File: config.mk
export PLATFORM = sky130hd
export DESIGN_NAME = bus_copy_engine
export DESIGN_NICKNAME = d
export VERILOG_FILES = /design/src/rtl/bus_copy_engine.sv
export SDC_FILE = /design/constraint.sdc
export NUM_CORES = 1
export LEC_CHECK = 0
export CAP_MARGIN = 5
export CORE_ASPECT_RATIO = 0.9
export CORE_MARGIN = 4
export CORE_UTILIZATION = 47
export CTS_CLUSTER_DIAMETER = 30
export DETAILED_ROUTE_END_ITERATION = 6
export PLACE_DENSITY = 0.77
export SYNTH_ARGS = -nofsm -noshare
export SYNTH_HDL_FRONTEND = slang
export SYNTH_SLANG_ARGS = --single-unit
File: constraint.sdc
create_clock -name clk -period 5.8 [get_ports clk]
set_input_delay 0.87 -clock clk [delete_from_list [all_inputs] [get_ports clk]]
set_output_delay 0.87 -clock clk [all_outputs]
set_load 0.05 [all_outputs]
File: src/rtl/bus_copy_engine.sv
// Bus-mastering block copy engine: requests the shared bus, then moves len words
// from src to dst as one read/write pair per word, in ascending address order.
module bus_copy_engine #(
   parameter int ADDR_W = 9,
   parameter int DATA_W = 16,
   parameter int RD_LAT = 1
) (
   input  logic              clk,
   input  logic              reset_n,
   input  logic              start,
   input  logic [ADDR_W-1:0] src_addr,
   input  logic [ADDR_W-1:0] dst_addr,
   input  logic [ADDR_W-1:0] len,
   output logic              busy,
   output logic              done,
   output logic              bus_req,
   input  logic              bus_gnt,
   output logic [1:0]        m_cmd,
   output logic [ADDR_W-1:0] m_addr,
   output logic [DATA_W-1:0] write_data,
   input  logic [DATA_W-1:0] read_data
);

   localparam logic [1:0] CMD_NONE  = 2'b00;
   localparam logic [1:0] CMD_READ  = 2'b01;
   localparam logic [1:0] CMD_WRITE = 2'b10;
   localparam int         CNT_W     = $clog2(RD_LAT + 2);

   typedef enum logic [2:0] {S_IDLE, S_REQ, S_RD, S_WR, S_DONE} state_t;

   state_t            state, state_nx;
   logic [ADDR_W-1:0] src_q, src_nx, dst_q, dst_nx, len_q, len_nx, idx_q, idx_nx;
   logic [ADDR_W-1:0] idx_inc;
   logic [CNT_W-1:0]  cnt_q, cnt_nx;
   logic [DATA_W-1:0] data_q, data_nx;
   logic              busy_nx, done_nx, req_nx;
   logic [1:0]        cmd_nx;
   logic [ADDR_W-1:0] addr_nx;
   logic [DATA_W-1:0] wdata_nx;

   assign idx_inc = idx_q + ADDR_W'(1);

   always_comb begin
      state_nx = state;
      src_nx   = src_q;
      dst_nx   = dst_q;
      len_nx   = len_q;
      idx_nx   = idx_q;
      cnt_nx   = '0;
      data_nx  = data_q;
      case (state)
         S_IDLE: begin
            if (start) begin
               src_nx   = src_addr;
               dst_nx   = dst_addr;
               len_nx   = len;
               idx_nx   = '0;
               state_nx = (len == '0) ? S_DONE : S_REQ;
            end
         end
         S_REQ: begin
            if (bus_gnt) state_nx = S_RD;
         end
         S_RD: begin
            // address held for RD_LAT+1 cycles; data is sampled on the final edge
            if (cnt_q == CNT_W'(RD_LAT)) begin
               data_nx  = read_data;
               state_nx = S_WR;
            end else begin
               cnt_nx = cnt_q + CNT_W'(1);
            end
         end
         S_WR: begin
            idx_nx = idx_inc;
            if (idx_inc == len_q)  state_nx = S_DONE;
            else if (bus_gnt)      state_nx = S_RD;
            else                   state_nx = S_REQ;
         end
         S_DONE:  state_nx = S_IDLE;
         default: state_nx = S_IDLE;
      endcase

      // outputs are registered, so they are decoded from the state being entered
      busy_nx  = (state_nx != S_IDLE);
      done_nx  = (state_nx == S_DONE);
      req_nx   = (state_nx == S_REQ) || (state_nx == S_RD) || (state_nx == S_WR);
      cmd_nx   = CMD_NONE;
      addr_nx  = '0;
      wdata_nx = '0;
      if (state_nx == S_RD) begin
         cmd_nx  = CMD_READ;
         addr_nx = src_nx + idx_nx;
      end else if (state_nx == S_WR) begin
         cmd_nx   = CMD_WRITE;
         addr_nx  = dst_nx + idx_nx;
         wdata_nx = data_nx;
      end
   end

   always_ff @(posedge clk or negedge reset_n) begin
      if (!reset_n) begin
         state      <= S_IDLE;
         src_q      <= '0;
         dst_q      <= '0;
         len_q      <= '0;
         idx_q      <= '0;
         cnt_q      <= '0;
         data_q     <= '0;
         busy       <= 1'b0;
         done       <= 1'b0;
         bus_req    <= 1'b0;
         m_cmd      <= CMD_NONE;
         m_addr     <= '0;
         write_data <= '0;
      end else begin
         state      <= state_nx;
         src_q      <= src_nx;
         dst_q      <= dst_nx;
         len_q      <= len_nx;
         idx_q      <= idx_nx;
         cnt_q      <= cnt_nx;
         data_q     <= data_nx;
         busy       <= busy_nx;
         done       <= done_nx;
         bus_req    <= req_nx;
         m_cmd      <= cmd_nx;
         m_addr     <= addr_nx;
         write_data <= wdata_nx;
      end
   end

endmodule

==> results of run 1 <==
[path summary, 6_finish.rpt]
| check | startpoint | to | slack (ns) | depth (start not counted) |
|---|---|---|---|---|
| max in group asynchronous | reset_n | src_q[3] | 4.49 | 2 |
| hold / removal | cnt_q[0] | cnt_q[0] | 0.43 | 1 |
| min in group asynchronous | reset_n | src_q[4] | 0.69 | 2 |
| setup reg to reg | state[0] | m_addr[8] | 2.01 | 14 |
| setup / recovery | start | m_addr[8] | 1.62 | 15 |
| hold reg to reg | cnt_q[0] | cnt_q[0] | 0.43 | 1 |
[final cells by class]
class	instances	area (um^2)
multi-input combinational	228	1700
inverter	11	41.3
sequential	71	1780
clock buffer	9	124
clock inverter	7	103
tap	93	116
fill	578	2590
timing repair buffer	79	778
[worst reg2reg max path, delay by kind of cell, from the launching register on]
family / cells / cell delay (ns)
adder cells (fa/ha/maj): 2 / 0.68
AND/OR/NAND/NOR: 4 / 0.71
AO/OA/AOI/OAI: 6 / 1.18
XOR/XNOR: 1 / 0.19
buffers and inverters: 1 / 0.40
flip-flops: 1 / 0.51
[cells in the mapped netlist (7+ instances only)]
| master | count |
|---|---|
| xnor2_1 | 11 |
| o21ai_0 | 20 |
| inv_1 | 11 |
| ha_1 | 17 |
| a21oi_1 | 12 |
| mux2_2 | 25 |
| dfrtp_1 | 71 |
| and3_1 | 18 |
| nand2_1 | 18 |
| nor2_1 | 20 |
| clkbuf_1 | 8 |
| o22ai_1 | 10 |
| buf_2 | 7 |
| xor2_1 | 12 |
[flip-flops by register name (all words and copies together) (netlist names)]
| signal | count |
|---|---|
| len_q | 9 |
| src_q | 9 |
| bus_req | 1 |
| m_addr | 9 |
| cnt_q | 2 |
| write_data | 16 |
| busy | 1 |
| idx_q | 9 |
| m_cmd | 2 |
| state | 3 |
| done | 1 |
| dst_q | 9 |
[stage by stage]
| stage | cells | setup slack (ns) | area, um^2 | power [W] | hold WS [ns] |
|---|---|---|---|---|---|
| detailed placement | 482 | 1.26 | 4410 | 0.00208 | 0.422 |
| floorplan | 327 | 1.44 | 3580 | 0.00173 | 0.403 |
| global placement | 482 | 1.41 | 4410 | 0.00205 | 0.416 |
| global route | 498 | 1.25 | 4630 | 0.00270 | 0.478 |
| CTS | 498 | 1.63 | 4630 | 0.00254 | 0.435 |
| finish | 498 | 1.62 | 4630 | 0.00252 | 0.434 |
[where the power goes]
| part | total (W) | switching [W] | leakage, nW | internal [W] |
|---|---|---|---|---|
| Combinational | 0.00128 | 0.000732 | 1.05 | 0.000549 |
| Clock | 0.000444 | 0.000197 | 0.111 | 0.000247 |
| Sequential | 0.000794 | 0.000115 | 0.896 | 0.000679 |
[cells in the final DEF, fill, tap and decap left out, types with 4 or more instances in the layout]
| cell | Yosys | layout |
|---|---|---|
| mux2_2 | 25 | 25 |
| inv_1 | 11 | 11 |
| clkbuf_8 | 0 | 9 |
| xnor2_1 | 11 | 11 |
| o21ai_0 | 20 | 20 |
| nand2_1 | 18 | 18 |
| clkdlybuf4s50_1 | 0 | 75 |
| o22ai_1 | 10 | 10 |
| nand3_1 | 5 | 5 |
| and3_1 | 18 | 18 |
| nor3_1 | 4 | 4 |
| nor2_1 | 20 | 20 |
| a21oi_1 | 12 | 12 |
| o31ai_1 | 4 | 4 |
| ha_1 | 17 | 17 |
| dfrtp_1 | 71 | 71 |
| xor2_1 | 12 | 12 |
[cell families (layout without fill, tap and decap cells)]
logic type | after synthesis | after routing | synth area share, %
and+or+nand+nor | 89 | 89 | 13.1
DFF | 71 | 71 | 49.6
muxes | 26 | 26 | 8.14
xor gates and xnor gates | 24 | 24 | 6.26
AOI/OAI and AO/OA | 70 | 70 | 12.6
buffers and inverters | 28 | 106 | 3.18
adders and majority gates | 19 | 19 | 7.06
[layer usage]
metal | vias to the layer above | share of wire (%) | track usage, % | routed length, um
met1 | 1339 | 44 | 24.6 | 3530
met4 | 0 | 1.4 | 6.51 | 113
met2 | 90 | 48 | 29.2 | 3800
met3 | 11 | 6.2 | 4.17 | 492
li1 | 1319 | - | - | -
met5 | - | 0 | 0 | 0
==> impl_metrics.py, run 1 <==
metrics = {
    "run_status": {
        "status": "complete, no violations",
    },
    "clocking": {
        "cts_sinks": 71,
        "cts_root_buf": "clkbuf_8",
        "cts_resized": 0,
        "clockBufferDepth": 2,
        "insertion_delay_ns": 0.35,
        "clk_pin_slew_ns": 0.08,
        "cts.hold.buffers_added": 0,
        "htreeDepth": 3,
        "cts_tree": "built",
        "cts_buffers": 9,
        "post_cts_buffers": 0,
    },
    "sta": {
        "drv_slew": 0,
        "rsz0062_at_grt": "no",
        "tns_ns": 0,
        "worstMarginPinSlew_ns": 0.892,
        "setup_violations": 0,
        "fin_crit_sh_pct": 72.1,
        "hold_viol": 0,
        "worst_clock_skew_ns": 0.0106,
        "final.min_clock_period_ns": 4.18,
        "max_freq_mhz": 239,
        "max-slew-margin-rel_pct": 40.5,
    },
    "yosys": {
        "synth_top_area_share_pct": 49.6,
        "synth-edff-count": 0,
        "synth-warning-count": 0,
        "async_reset_ff_share_pct": 100,
        "synth_area_leaders": "dfrtp_1 (50%), mux2_2 (7.9%), ha_1 (5.9%)",
        "ys_seq_area_share_pct": 49.6,
        "syn-cell-area_mm2": 0.00358,
        "syn_inst": 327,
        "syn_avg_cell_area_um2": 10.9,
        "synth_cell_types": 49,
        "synth_fp_nets": 393,
        "ys_ff_latch": 71,
        "yosys_most_used_dff": "dfrtp_1",
        "synth_largest_area_cell": "dfrtp_1",
    },
    "hold_path": {
        "hold_class": "reg2reg",
    },
    "drt": {
        "drt_iter0_drc": 263,
        "drt-vias-per-instance": 5.54,
        "drt-total-wl_mm": 7.94,
        "vias": 2759,
        "drtPass1Iterations": 4,
        "detail_route.wl_per_cell_um": 15.9,
        "drtAntennaViolNets": 0,
        "drcViolationCount": 0,
    },
    "cells_and_area": {
        "nets": 466,
        "drive_gt1_share_pct": 11.9,
        "antenna_cells": 0,
        "syn_to_final_growth_pct": 29.5,
        "final_util_pct": 64.2,
    },
    "power_and_ir_drop": {
        "p_leak_nw": 2.06,
        "power_density_mw_per_mm2": 544,
        "vdd_drop_max_uv": 357,
    },
    "place": {
        "numPortBuffers": 76,
        "gp_congestion": 0.899,
        "hpwl_mm": 5.72,
    },
    "worst_setup_path": {
        "critical_path_arrival_ns": 4.40,
        "max_stage_delay_ns": 0.48,
        "cpMaxStageDelayCell": "clkdlybuf4s50_1",
        "crit_type": "in2reg",
        "crit_buf_inv": 2,
        "crit_family": "compound AO/OA/AOI/OAI gates",
        "start_kind": "input pin",
        "required_ns": 6.02,
        "crit_path_end_kind": "register",
        "worstPathMaxFanout": 31,
        "worstPathCellList": "clkdlybuf4s50_1 -> nor4b_2 -> buf_4 -> nor2_1 -> nand2_1 -> o21ai_0 -> ha_1 -> fa_1 -> a21o_1 -> a21oi_1 -> nor2b_1 -> o21a_1 -> o41a_1 -> xnor2_1 -> o22ai_1",
    },
    "global_routing": {
        "globalRouteOverflowTotal": 0,
        "grt_max_degree": 72,
        "antenna_found_initial": 0,
        "grt_pass1_wl_mm": 13.4,
        "grt_util_all_layers_pct": 18.4,
        "first_global_vias": 2736,
    },
    "flow_run": {
        "cap_viol_max_count": 0,
    },
    "floorplan": {
        "die_height_um": 90.8,
        "initial_utilization_pct": 49.6,
        "num_rows": 29,
        "dieArea_mm2": 0.00908,
        "fp.dieW_um": 100,
        "core_mm2": 0.00722,
        "ios": 77,
    },
}
Note: power is estimated with default switching activity, not from simulation.
==> run 2: changes to the inputs <==
--- a/config.mk
+++ b/config.mk
@@ -8,7 +8,7 @@
 export CAP_MARGIN = 5
 export CORE_ASPECT_RATIO = 0.9
 export CORE_MARGIN = 4
-export CORE_UTILIZATION = 47
+export CORE_UTILIZATION = 45
 export CTS_CLUSTER_DIAMETER = 30
 export DETAILED_ROUTE_END_ITERATION = 6
 export PLACE_DENSITY = 0.77
==> constraint.sdc (replaced) <==
create_clock -name clk -period 3.7 [get_ports clk]
set_input_delay 0.555 -clock clk [delete_from_list [all_inputs] [get_ports clk]]
set_output_delay 0.555 -clock clk [all_outputs]
set_load 0.05 [all_outputs]
==> run 2 against run 1 <==
Die area grew 4.1%. Critical endpoint unchanged. Non-clock buffer count grew 15. Worst hold slack lost 0.19 ns. Clock-buffer cell count grew 1. Sequential share of layout area shrank 0.89 points.
==> impl_metrics.py, run 2 (synthesized netlist as in run 1, its figures left out) <==
metrics = {
    "power_and_ir_drop": {
        "vdd_drop_max_uv": 557,
        "p_leak_nw": 2.12,
        "power_density_mw_per_mm2": 857,
        "total_power_w": 0.00407,
    },
    "cells_and_area": {
        "largest_reg_flops": 16,
        "mostFrequentLayoutCells": "clkdlybuf4s50_1 (75), dfrtp_1 (71), mux2_2 (25)",
        "fillCellCount": 641,
        "instances_no_fill": 516,
        "antenna_cells": 0,
        "layout_commonest_cell": "clkdlybuf4s50_1",
        "syn_to_final_growth_pct": 32.5,
        "design_area_mm2": 0.00474,
        "nets": 481,
        "drive_gt1_share_pct": 15.2,
        "regMostFlops": "write_data",
        "final_util_pct": 62.0,
    },
    "global_routing": {
        "globalRouteOverflowTotal": 0,
        "grt_util_all_layers_pct": 18.8,
        "first_global_vias": 2864,
        "grt_max_degree": 32,
        "grt_pass1_wl_mm": 14.0,
        "antenna_found_initial": 0,
    },
    "place": {
        "numPortBuffers": 76,
        "gp_congestion": 0.867,
        "dpl-instance-area_mm2": 0.00453,
        "place_inst": 499,
        "hpwl_mm": 6.31,
    },
    "sta": {
        "tns_ns": 0,
        "setup_violations": 0,
        "worst_clock_skew_ns": 0.00915,
        "drv_slew": 0,
        "max_freq_mhz": 284,
        "rsz0062_at_grt": "no",
        "max-slew-margin-rel_pct": 40.1,
        "fin_crit_sh_pct": 95.0,
        "final.min_clock_period_ns": 3.52,
        "worstMarginPinSlew_ns": 0.895,
        "hold_viol": 0,
    },
    "drt": {
        "drt-vias-per-instance": 5.50,
        "drt-total-wl_mm": 8.43,
        "drtAntennaViolNets": 0,
        "drtPass1Iterations": 5,
        "drcViolationCount": 0,
        "vias": 2838,
        "drt_iter0_drc": 111,
        "detail_route.wl_per_cell_um": 16.3,
    },
    "clocking": {
        "cts.hold.buffers_added": 0,
        "clk_pin_slew_ns": 0.08,
        "cts_sinks": 71,
        "cts_tree": "built",
        "cts_root_buf": "clkbuf_8",
        "htreeDepth": 3,
        "insertion_delay_ns": 0.36,
        "clockBufferDepth": 2,
        "cts_buffers": 9,
    },
    "worst_setup_path": {
        "max_stage_delay_ns": 0.49,
        "cpMaxStageDelayCell": "clkdlybuf4s50_1",
        "r2r_start": "state[0]",
        "required_ns": 3.93,
        "crit_type": "in2reg",
        "worstPathMaxFanout": 4,
        "reg2reg_to": "m_addr[8]",
        "crit_path_end_kind": "register",
        "r2r_cells": 12,
        "start_kind": "input pin",
        "crit_start": "start",
        "critical_path_arrival_ns": 3.74,
        "r2r_slack_ns": 0.22,
        "worstPathCellList": "clkdlybuf4s50_1 -> nor4b_4 -> buf_4 -> mux2_2 -> ha_1 -> fa_1 -> a21o_1 -> a21oi_1 -> nor2b_1 -> o21a_1 -> o41a_1 -> xnor2_1 -> o22ai_1",
    },
    "floorplan": {
        "ios": 77,
        "die_height_um": 92.6,
        "fp.dieW_um": 102,
        "initial_utilization_pct": 46.7,
        "num_rows": 30,
        "dieArea_mm2": 0.00945,
        "core_mm2": 0.00766,
    },
    "flow_run": {
        "cap_viol_max_count": 0,
    },
    "run_status": {
        "status": "complete, no violations",
    },
    "hold_path": {
        "hold_class": "in2async",
    },
}
==> run 2: layout make-up <==
class	count	area, um^2	area share, %
flip-flops and latches	71	1780	37.4
clock inverters	6	68.8	1.45
repair buffers	94	891	18.8
inverters	11	41.3	0.870
well taps	96	120	2.53
multi-input cells	228	1710	36.0
clock buffers	10	138	2.90
==> run 2: layer usage <==
layer | wire (um) | GRT usage, % | vias to the layer above
met5 | 0 | 0 | -
met4 | 57 | 4.26 | 0
met3 | 545 | 5.35 | 4
met2 | 4200 | 30.2 | 90
met1 | 3630 | 25.3 | 1391
li1 | - | - | 1353
==> run 2: worst max-delay path by stage <==
stage                     end  slack, ns  cells past startpoint
CTS                 m_addr[6]       0.16                     14
finish              m_addr[8]       0.18                     13
detailed placement  m_addr[6]      -0.16                     14
global placement    m_addr[8]      -0.01                     12
global route        m_addr[8]      0.003                     13
floorplan           m_addr[8]       0.05                     14
==> run 2: critical path, delay by kind of cell <==
family | cells | cell delay (ns)
xor gates and xnor gates | 1 | 0.16
and+or+nand+nor | 2 | 0.42
adders and majority gates | 2 | 0.62
buffers and inverters | 2 | 0.67
muxes | 1 | 0.33
AOI/OAI and AO/OA | 5 | 0.99
==> run 2: timing repair <==
| item | in CTS | in global routing |
|---|---|---|
| gates resized for setup | 0 | 2 |
| endpoints found under the hold margin | 0 | 0 |
| buffers inserted | 0 | 1 |
| setup endpoints to repair | 0 | 2 |
==> run 2: metrics by stage <==
| stage | setup WS [ns] | hold slack [ns] |
|---|---|---|
| 2_1_floorplan | 0.0467 | 0.259 |
| 3_3_place_gp | -0.0131 | 0.411 |
| 3_5_place_dp | -0.159 | 0.431 |
| 4_1_cts | 0.161 | 0.261 |
| 5_1_grt | 0.00259 | 0.290 |
| 6_report | 0.184 | 0.249 |
==> run 2: power breakdown <==
group | switching (W) | leakage [nW] | internal (W) | total [W]
clock network | 0.000306 | 0.103 | 0.000333 | 0.000639
logic | 0.00120 | 1.12 | 0.000974 | 0.00217
registers | 0.000193 | 0.896 | 0.00107 | 0.00126
